===== src/rtl/string_char_streamer_pkg.sv =====
// Shared types and constants for the packed-string character streamer.
// Escape constants are consumed only when ESC_DISPLAY_EN is defined.
package str_stream_pkg;

  localparam int CHAR_W = 8;

  typedef enum logic [1:0] {
    IDLE,
    SCAN,
    EMIT
  } state_t;

  localparam logic [7:0] ESC_CHAR   = 8'h5C;
  localparam logic [7:0] ASCII_ZERO = 8'h30;
  localparam logic [7:0] PRINT_MIN  = 8'h20;
  localparam logic [7:0] DEL_CHAR   = 8'h7F;

  function automatic logic is_nonprint(
    input logic [7:0] b
  );
    return (b < PRINT_MIN) || (b == DEL_CHAR);
  endfunction

endpackage


===== src/rtl/string_char_streamer_if.sv =====
// Load and output handshake bundle for string_char_streamer.
// master = string producer / char sink side, slave = the streamer.
interface string_char_streamer_if #(
  parameter int MAX_CHARS = 40
);
  import str_stream_pkg::*;

  logic                        load_valid;
  logic                        load_ready;
  logic [CHAR_W*MAX_CHARS-1:0] load_str;
  logic                        out_valid;
  logic                        out_ready;
  logic [CHAR_W-1:0]           out_char;
  logic                        out_last;

  modport master (
    output load_valid,
    output load_str,
    output out_ready,
    input  load_ready,
    input  out_valid,
    input  out_char,
    input  out_last
  );

  modport slave (
    input  load_valid,
    input  load_str,
    input  out_ready,
    output load_ready,
    output out_valid,
    output out_char,
    output out_last
  );

endinterface


===== src/rtl/string_char_streamer_esc_expander.sv =====
// Expands non-printable bytes into backslash + 3 octal digits.
// Compiled only when ESC_DISPLAY_EN is defined.
`ifdef ESC_DISPLAY_EN
module esc_expander
  import str_stream_pkg::*;
(
  input  logic       clk,
  input  logic       rst_n,
  input  logic       in_valid,
  output logic       in_ready,
  input  logic [7:0] in_char,
  input  logic       in_last,
  output logic       out_valid,
  input  logic       out_ready,
  output logic [7:0] out_char,
  output logic       out_last,
  output logic       busy
);

  logic       full;
  logic [7:0] byte_q;
  logic       last_q;
  logic [1:0] idx;
  logic       esc;
  logic       fin;

  assign esc       = is_nonprint(byte_q);
  assign fin       = !esc || (idx == 2'd3);
  assign in_ready  = !full;
  assign out_valid = full;
  assign out_last  = last_q && fin;
  assign busy      = full;

  always_comb begin
    out_char = byte_q;
    unique case (1'b1)
      !esc:
        out_char = byte_q;
      esc && (idx == 2'd0):
        out_char = ESC_CHAR;
      esc && (idx == 2'd1):
        out_char = ASCII_ZERO
                 + {6'd0, byte_q[7:6]};
      esc && (idx == 2'd2):
        out_char = ASCII_ZERO
                 + {5'd0, byte_q[5:3]};
      default:
        out_char = ASCII_ZERO
                 + {5'd0, byte_q[2:0]};
    endcase
  end

  always_ff @(posedge clk or negedge rst_n) begin
    if (!rst_n) begin
      full   <= 1'b0;
      byte_q <= '0;
      last_q <= 1'b0;
      idx    <= 2'd0;
    end else if (in_valid && !full) begin
      full   <= 1'b1;
      byte_q <= in_char;
      last_q <= in_last;
      idx    <= 2'd0;
    end else if (full && out_ready) begin
      if (fin) begin
        full <= 1'b0;
        idx  <= 2'd0;
      end else begin
        idx  <= idx + 2'd1;
      end
    end
  end

endmodule
`endif


===== src/rtl/string_char_streamer.sv =====
// Streams a right-justified packed string one char per beat.
// ESC_DISPLAY_EN: expand non-printables to \ooo octal escapes.
module string_char_streamer
  import str_stream_pkg::*;
#(
  parameter int MAX_CHARS = 40,
  parameter int CNT_W = $clog2(MAX_CHARS + 1)
) (
  input  logic                 clk,
  input  logic                 rst_n,
  string_char_streamer_if.slave bus,
  output logic [CNT_W-1:0]     str_len,
  output logic                 busy
);

  localparam int TOP = CHAR_W * MAX_CHARS - 1;
  localparam int NXT = TOP - CHAR_W;
  localparam logic [CNT_W-1:0] FULL = CNT_W'(MAX_CHARS);

  state_t                      state;
  logic [CHAR_W*MAX_CHARS-1:0] sr;
  logic [CNT_W-1:0]            remaining;
  logic [CNT_W-1:0]            rem_dec;
  logic [CHAR_W-1:0]           top_byte;
  logic                        ld_rdy;
  logic                        run;
  logic                        accept;
  logic                        c_valid;
  logic                        c_ready;
  logic [CHAR_W-1:0]           c_char;
  logic                        c_last;

  assign top_byte = sr[TOP -: CHAR_W];
  assign rem_dec  = (remaining == '0) ? '0
                  : remaining - CNT_W'(1);
  assign accept   = bus.load_valid && bus.load_ready;

  always_ff @(posedge clk or negedge rst_n) begin
    if (!rst_n) begin
      state     <= IDLE;
      sr        <= '0;
      remaining <= '0;
      str_len   <= '0;
      ld_rdy    <= 1'b1;
      run       <= 1'b0;
      c_valid   <= 1'b0;
      c_char    <= '0;
      c_last    <= 1'b0;
    end else begin
      unique case (state)
        IDLE: begin
          if (accept) begin
            sr        <= bus.load_str;
            remaining <= FULL;
            ld_rdy    <= 1'b0;
            run       <= 1'b1;
            state     <= SCAN;
          end
        end
        SCAN: begin
          if (remaining == '0) begin
            ld_rdy <= 1'b1;
            run    <= 1'b0;
            state  <= IDLE;
          end else if (top_byte == '0) begin
            sr        <= sr << CHAR_W;
            remaining <= rem_dec;
          end else begin
            str_len <= remaining;
            c_valid <= 1'b1;
            c_char  <= top_byte;
            c_last  <= (remaining == CNT_W'(1));
            state   <= EMIT;
          end
        end
        EMIT: begin
          if (c_ready) begin
            sr        <= sr << CHAR_W;
            remaining <= rem_dec;
            if (remaining <= CNT_W'(1)) begin
              c_valid <= 1'b0;
              c_char  <= '0;
              c_last  <= 1'b0;
              ld_rdy  <= 1'b1;
              run     <= 1'b0;
              state   <= IDLE;
            end else begin
              c_char <= sr[NXT -: CHAR_W];
              c_last <= (remaining == CNT_W'(2));
            end
          end
        end
        default: state <= IDLE;
      endcase
    end
  end

`ifdef ESC_DISPLAY_EN
  logic x_busy;

  esc_expander u_esc (
    .clk       (clk),
    .rst_n     (rst_n),
    .in_valid  (c_valid),
    .in_ready  (c_ready),
    .in_char   (c_char),
    .in_last   (c_last),
    .out_valid (bus.out_valid),
    .out_ready (bus.out_ready),
    .out_char  (bus.out_char),
    .out_last  (bus.out_last),
    .busy      (x_busy)
  );

  // Hold off the next load until escaped beats drain.
  assign bus.load_ready = ld_rdy && !x_busy;
  assign busy           = run || x_busy;
`else
  assign bus.out_valid  = c_valid;
  assign bus.out_char   = c_char;
  assign bus.out_last   = c_last;
  assign c_ready        = bus.out_ready;
  assign bus.load_ready = ld_rdy;
  assign busy           = run;
`endif

endmodule

===== src/flat_wrapper.sv =====
// flat-port wrapper written by rule: the top's interface ports become plain ports
module string_char_streamer_flat import str_stream_pkg::*;
#(
  parameter int MAX_CHARS = 40,
  parameter int CNT_W = $clog2(MAX_CHARS + 1)
)
  (clk, rst_n, str_len, busy, bus_load_valid, bus_load_str, bus_out_ready, bus_load_ready, bus_out_valid, bus_out_char, bus_out_last);
  string_char_streamer_if #(.MAX_CHARS(MAX_CHARS)) bus_i ();
  input  logic clk;
  input  logic rst_n;
  output logic [CNT_W-1:0] str_len;
  output logic busy;
  input wire logic [$bits(bus_i.load_valid)-1:0] bus_load_valid;
  input wire logic [$bits(bus_i.load_str)-1:0] bus_load_str;
  input wire logic [$bits(bus_i.out_ready)-1:0] bus_out_ready;
  output wire logic [$bits(bus_i.load_ready)-1:0] bus_load_ready;
  output wire logic [$bits(bus_i.out_valid)-1:0] bus_out_valid;
  output wire logic [$bits(bus_i.out_char)-1:0] bus_out_char;
  output wire logic [$bits(bus_i.out_last)-1:0] bus_out_last;
  assign bus_i.load_valid = bus_load_valid;
  assign bus_i.load_str = bus_load_str;
  assign bus_i.out_ready = bus_out_ready;
  assign bus_load_ready = bus_i.load_ready;
  assign bus_out_valid = bus_i.out_valid;
  assign bus_out_char = bus_i.out_char;
  assign bus_out_last = bus_i.out_last;
  string_char_streamer #(.MAX_CHARS(MAX_CHARS), .CNT_W(CNT_W)) u_core (.clk(clk), .rst_n(rst_n), .bus(bus_i), .str_len(str_len), .busy(busy));
endmodule

===== config.mk =====
export PLATFORM = sky130hd
export DESIGN_NAME = string_char_streamer_flat
export DESIGN_NICKNAME = d
export VERILOG_FILES = /design/src/rtl/string_char_streamer_pkg.sv /design/src/rtl/string_char_streamer_if.sv /design/src/rtl/string_char_streamer_esc_expander.sv /design/src/rtl/string_char_streamer.sv /design/src/flat_wrapper.sv
export SDC_FILE = /design/constraint.sdc
export NUM_CORES = 1
export LEC_CHECK = 0
export ABC_CLOCK_PERIOD_IN_PS = 2000
export CAP_MARGIN = 0
export CELL_PAD_IN_SITES_DETAIL_PLACEMENT = 0
export CELL_PAD_IN_SITES_GLOBAL_PLACEMENT = 1
export CORE_ASPECT_RATIO = 0.8
export CORE_MARGIN = 4
export CORE_UTILIZATION = 37
export CTS_BUF_LIST = sky130_fd_sc_hd__clkbuf_4 sky130_fd_sc_hd__clkbuf_8
export DETAILED_ROUTE_END_ITERATION = 16
export PLACE_DENSITY = 0.81
export SLEW_MARGIN = 5
export SYNTH_ARGS = -nofsm -noshare
export SYNTH_HDL_FRONTEND = slang
export SYNTH_HIERARCHICAL = 1
export SYNTH_SLANG_ARGS = --single-unit

===== constraint.sdc =====
create_clock -name clk -period 2 [get_ports clk]
set_input_delay 0.2 -clock clk [delete_from_list [all_inputs] [get_ports clk]]
set_output_delay 0.2 -clock clk [all_outputs]
set_load 0.02 [all_outputs]

# [After elaboration in Yosys (flattened, before gate mapping)]
# Index checks and enable logic that the tools add are counted.
# Widths: inputs -> output; s select.
[op_classes] n_reduce_logical=12 eq_ne=12 magnitude_cmp=1 bitwise_logic=2 n_addsub=1 n_mux=40
[op_table] cell="$mux 320" count=4
[op_table] cell="$pmux 320 s3" count=1
[op_table] cell="$mux 8" count=4
[op_table] cell="$mux 6" count=5
[op_table] cell="$pmux 6 s3" count=1
[op_table] cell="$pmux 8 s2" count=1
[op_table] cell="$reduce_and 5->1" count=3
[op_table] cell="$mux 1" count=14
[op_table] cell="$mux 2" count=5
[op_table] cell="$logic_not 8->1" count=1
[op_table] cell="$ne 2x1->1 const B" count=4
[op_table] cell="$reduce_and 4->1" count=2
[op_table] cell="$eq 6x1->1 const B" count=1
[op_table] cell="$eq 6x2->1 const B" count=1
[op_table] cell="$le 6x1->1 const B" count=1
[op_table] cell="$logic_not 6->1" count=1
[op_table] cell="$ne 2x2->1 const B" count=3
[op_table] cell="$pmux 1 s3" count=2
[op_table] cell="$pmux 2 s3" count=1
[op_table] cell="$sub 6x1->6 const B" count=1
[op_table] cell="$pmux 1 s2" count=2
[op_table] cell="$ne 3x2->1 const B" count=1
[op_table] cell="$reduce_and 3->1" count=1
[op_table] cell="$reduce_bool 3->1" count=1
[op_table] cell="other kinds (6)" count=7
[word_totals] input_bits=324 regBits=346 output_inout_bits=18 word_cells=77

# [Logic depth before layout (Yosys ltp)]
[logic_depth] word_depth=5 depth_mapped=11 ltp_nobuf=7

# [Worst setup path after synthesis]
# Ideal clock, no wire load.
[synth_path] kind="reg-to-reg" startpoint="register u_core.state[1]" endpoint="register u_core.remaining[3]" required_ps=1862 synth_period_minus_slack_ps=2097 slack_ps=-97 arrival_ps=1959 path_buffers=3 stages_incl_launch_ff=11 setup_time_ps=138 cell_sequence="dfrtp_1 > inv_1 > ha_1 > clkbuf_1 > nor3_1 > nor3_1 > o21ai_2 > buf_6 > buf_4 > o41ai_1 > o21ai_0"
[synth_between] elab_chain_cells=3 word_cells_on_any_way=10 cone_classes="eq/ne (6); mux (1); reduce/logical (3)"
[synth_lines] item="from (decl)" line="string_char_streamer.sv:20" text="state_t state;"
[synth_lines] item="from (signal assigned)" line="string_char_streamer.sv:40" text="state <= IDLE;"
[synth_lines] item="from (signal assigned)" line="string_char_streamer.sv:57" text="state <= SCAN;"
[synth_lines] item="from (signal assigned)" line="string_char_streamer.sv:64" text="state <= IDLE;"
[synth_lines] item="$eq 2x1->1, or another cell as far along" line="string_char_streamer.sv:50" text="unique case (state)"
[synth_lines] item="$ne 2x1->1 (no source line), or another cell as far along"
[synth_lines] item="$reduce_and 5->1 (no source line)"
[synth_lines] item="to (signal assigned)" line="string_char_streamer.sv:67" text="remaining <= rem_dec;"
[synth_lines] item="to (signal assigned)" line="string_char_streamer.sv:79" text="remaining <= rem_dec;"
[synth_lines] item="to (decl)" line="string_char_streamer.sv:22" text="logic [CNT_W-1:0] remaining;"
# Parallel ways exist; a longest one is shown, timed or not.
# A chain may end at the register's enable or synchronous reset.

# [Worst setup path after layout]
[layout_path] startpoint="register u_core.sr[312]" endpoint="register u_core.remaining[3]"
[layout_between] elab_chain_cells=3
[layout_lines] item="from (decl)" line="string_char_streamer.sv:21" text="logic [CHAR_W*MAX_CHARS-1:0] sr;"
[layout_lines] item="from (signal assigned)" line="string_char_streamer.sv:53" text="sr <= bus.load_str;"
[layout_lines] item="from (signal assigned)" line="string_char_streamer.sv:66" text="sr <= sr << CHAR_W;"
[layout_lines] item="from (signal assigned)" line="string_char_streamer.sv:78" text="sr <= sr << CHAR_W;"
[layout_lines] item="$logic_not 8->1" line="string_char_streamer.sv:65" text="end else if (top_byte == '0) begin"
[layout_lines] item="$ne 2x1->1 (no source line)"
[layout_lines] item="$reduce_and 5->1 (no source line)"
# No other way between the ends.

==> run summary <==
status: complete, but fails checks
failing checks: negative setup slack
Worst setup SP type: flip-flop
die area: 46,200 um^2
most frequent cell after synthesis: dfrtp_1
Worst-path clk slew: 0.07 ns
Placed Cells: 2,400
crit path DAT: 2.57 ns
top post-synthesis cells by area: dfrtp_1 (55%), mux2i_1 (20%), o21ai_0 (10%)
Vias: 12,278
Tcrit/Tclk final: 106%
I/O Buffers: 341
fraction of layout cells with a size suffix above 1: 12.8%
total grt overflow: 0
CP peak stage delay: 0.58 ns
DRC Markers: 0
EDFF count, synth: 0
critical setup path kind: reg -> reg
sequential cell area fraction in the yosys report: 54.7%
leading area contributor after synthesis: dfrtp_1
die width: 239 um
Worst setup EP type: flip-flop
Top cell by count, worst path: buf_4
post-route setup slack: -0.117 ns
Max Fclk: 0.472 GHz
number of hold violations in the final report: 0
largest net degree at the start of global routing: 79
routed len/inst: 17.7 um
Net Sw Power: 0.00326 W
HPWL Detailed: 33,200 um
peak supply drop: 0.000500 V
crit-path max FO: 5
hold crit path type: in -> reg
Slowest-stage cell, CP: or4_4
Clk pwr share: 45.0%
Critical path origin: u_core/sr[312]
total CTS buffers: 57
count of unique library cells instantiated by Yosys: 36
Final setup violation count: 286
Total GRT Usage: 18.7%
critical-path cell list: or4_4 > a211oi_4 > o21ai_4 > buf_4 > buf_4 > o41ai_2 > o21ai_1
final slew viol count: 0
Max-Cap Viols: 0
Crit path required time: 2.46 ns
Worst-Skew Late Latency: 0.61 ns
total core area: 42,100 um^2
vias in the first global route: 12,817
Initial Util: 37.6%
Max Buffers Root-to-Sink: 3
synth cell count leaders: dfrtp_1 (345), nand2_1 (336), o21ai_0 (323)
row cnt: 67
Post-Syn Area: 15,800 um^2
Final Non-Filler Cells: 2,515
CTS H-Tree Depth: 2
Max-Slew Margin vs Limit: 53.1%
Seq pwr share: 47.6%
ys flop type: dfrtp_1
Net Sw Frac: 22.2%
Area Growth Syn to Fin: 39.9%
total internal power: 0.0114 W
flops & latches, synth: 346
1st-iter DRT viols: 637
standby leakage power: 9.17 nW
Post-Route WL: 44,500 um
CP Buf/Inv Count: 2
Cells after Synth: 1,517
# clock sinks: 346
fin util: 52.6%
Mapped Nets: 1,848
area fraction of the dominant cell type after synthesis: 54.5%
GPL Wtd Cong: 0.841
Detail Route Antenna Nets: 0
Layout Skew: 0.0295 ns
ys async rst share: 100%
yosys synthesis warning count: 6
Top Ports: 342
Top delay family on crit path: compound AO/OA/AOI/OAI gates
antenna violations before repair: 10
CTS tree: done
Slew @ Worst Pin: 0.704 ns
RSZ-0062 raised after global routing: yes
first-pass GRT wire length: 68,600 um
Layout fillers: 3,711
clk root buf: clkbuf_8
fin crit period: 2.12 ns
Worst Hold Launch: bus_load_str[7]
setup TNS: -10.10 ns
reg-to-reg critical path startpoint: u_core/sr[312]
die height: 193 um
DR pass1 iterations: 5
Final Net Count: 2,248
combinational share of power: 7.3%
Final Power: 0.0147 W
Pwr Density: 664 nW/um^2
syn avg cell area: 10.4 um^2
hold_ws: 0.168 ns
DR vias/cell: 4.88
## worst paths after layout
check	endpoint	slack (ns)	cells after the start
min in group asynchronous	u_core/sr[170]	0.21	2
hold / removal	u_core/sr[7]	0.17	3
setup reg to reg	u_core/remaining[3]	-0.12	7
max in group asynchronous	u_core/sr[55]	1.04	3
hold reg to reg	u_core/sr[1]	0.47	2
setup / recovery	u_core/remaining[3]	-0.12	7
## what timing repair did
action	4_1_cts	5_1_grt
hold buffers	1	0
setup buffers	3	5
hold endpoints to repair	61	0
pin swaps	0	6
endpoints found under the setup margin	327	332
gates cloned	0	1
resized for setup	33	56
## cell usage in the layout (no fill, tap or decap), types with 2 or more instances in the layout
master           Yosys  final
a211oi_4             0      2
a21oi_1              5      5
a22o_1               9      9
a31oi_1              2      2
buf_12               0     36
buf_4                3     69
buf_6                2      5
clkbuf_4             0     15
clkbuf_8             0     78
clkdlybuf4s50_1      0    340
clkinv_2             0      7
clkinvlp_4           0      2
dfrtp_1            345    345
ha_1                 7      5
ha_4                 0      2
inv_1                7      7
inv_6                0      2
mux2_2              15     15
mux2i_1            312    312
nand2_1            336    331
nand2_2              0      5
nand3_1             11     10
nand3b_1             3      3
nor2_1               5      5
nor3_1               3      2
o21ai_0            323    251
o21ai_1              0     71
o41ai_2              0      2
or3_1                2      2
or4_4                1      2
## state kept, by name (all words and copies together) (netlist names)
signal / count
u_core/state: 2
u_core/sr: 320
u_core/bus.load_ready: 1
u_core/bus.out_valid: 1
u_core/remaining: 6
u_core/busy: 1
u_core/str_len: 6
u_core/bus.out_char: 8
u_core/bus.out_last: 1
## per-layer routing
| metal | GRT usage (%) | up-vias | wire, um |
|---|---|---|---|
| met3 | 4.49 | 77 | 2340 |
| li1 | - | 6079 | - |
| met2 | 30.0 | 270 | 20700 |
| met4 | 4.62 | 18 | 858 |
| met5 | 0 | - | 135 |
| met1 | 25.7 | 5834 | 20400 |
## final cells by class
class	count	area, um^2	share of cell area [%]
diodes	1	2.50	0.0113
clock buffers	93	1190	5.36
clock inverters	11	67.6	0.305
inverters	7	26.3	0.119
multi-input cells	1052	6770	30.6
flip-flops and latches	346	8660	39.1
well taps	552	691	3.12
repair buffers	453	4750	21.4
## worst reg2reg max path: stages (launching register included)
cell      delay, ns
dfrtp_1        0.38
or4_4          0.58
a211oi_4       0.29
o21ai_4        0.14
buf_4          0.17
buf_4          0.13
o41ai_2        0.18
o21ai_1        0.11
## power groups by stage
stage / clock, W / sequential, W / combinational, W
floorplan: 0 / 0.00713 / 0.000152
global placement: 0 / 0.00713 / 0.00108
detailed placement: 0 / 0.00713 / 0.00109
CTS: 0.00685 / 0.00700 / 0.00110
global route: 0.00720 / 0.00700 / 0.00117
finish: 0.00662 / 0.00700 / 0.00108
## logic make-up after synthesis
kind of cell / count (synthesis) / share of synthesized area (%)
AOI/OAI and AO/OA: 350 / 11.6
adders and majority gates: 7 / 0.553
buffers and inverters: 119 / 3.26
DFF: 346 / 54.7
muxes: 327 / 20.8
and+or+nand+nor: 368 / 9.13
## through the flow
| step | setup slack [ns] | area (um^2) |
|---|---|---|
| after CTS | -0.0783 | 22000 |
| after global placement | -0.0614 | 20700 |
| after detailed placement | -0.122 | 20700 |
| after global routing | -0.157 | 22100 |
| final | -0.117 | 22100 |
| after floorplan | -0.0469 | 15900 |
No activity file was read; power rests on OpenSTA's default activity.
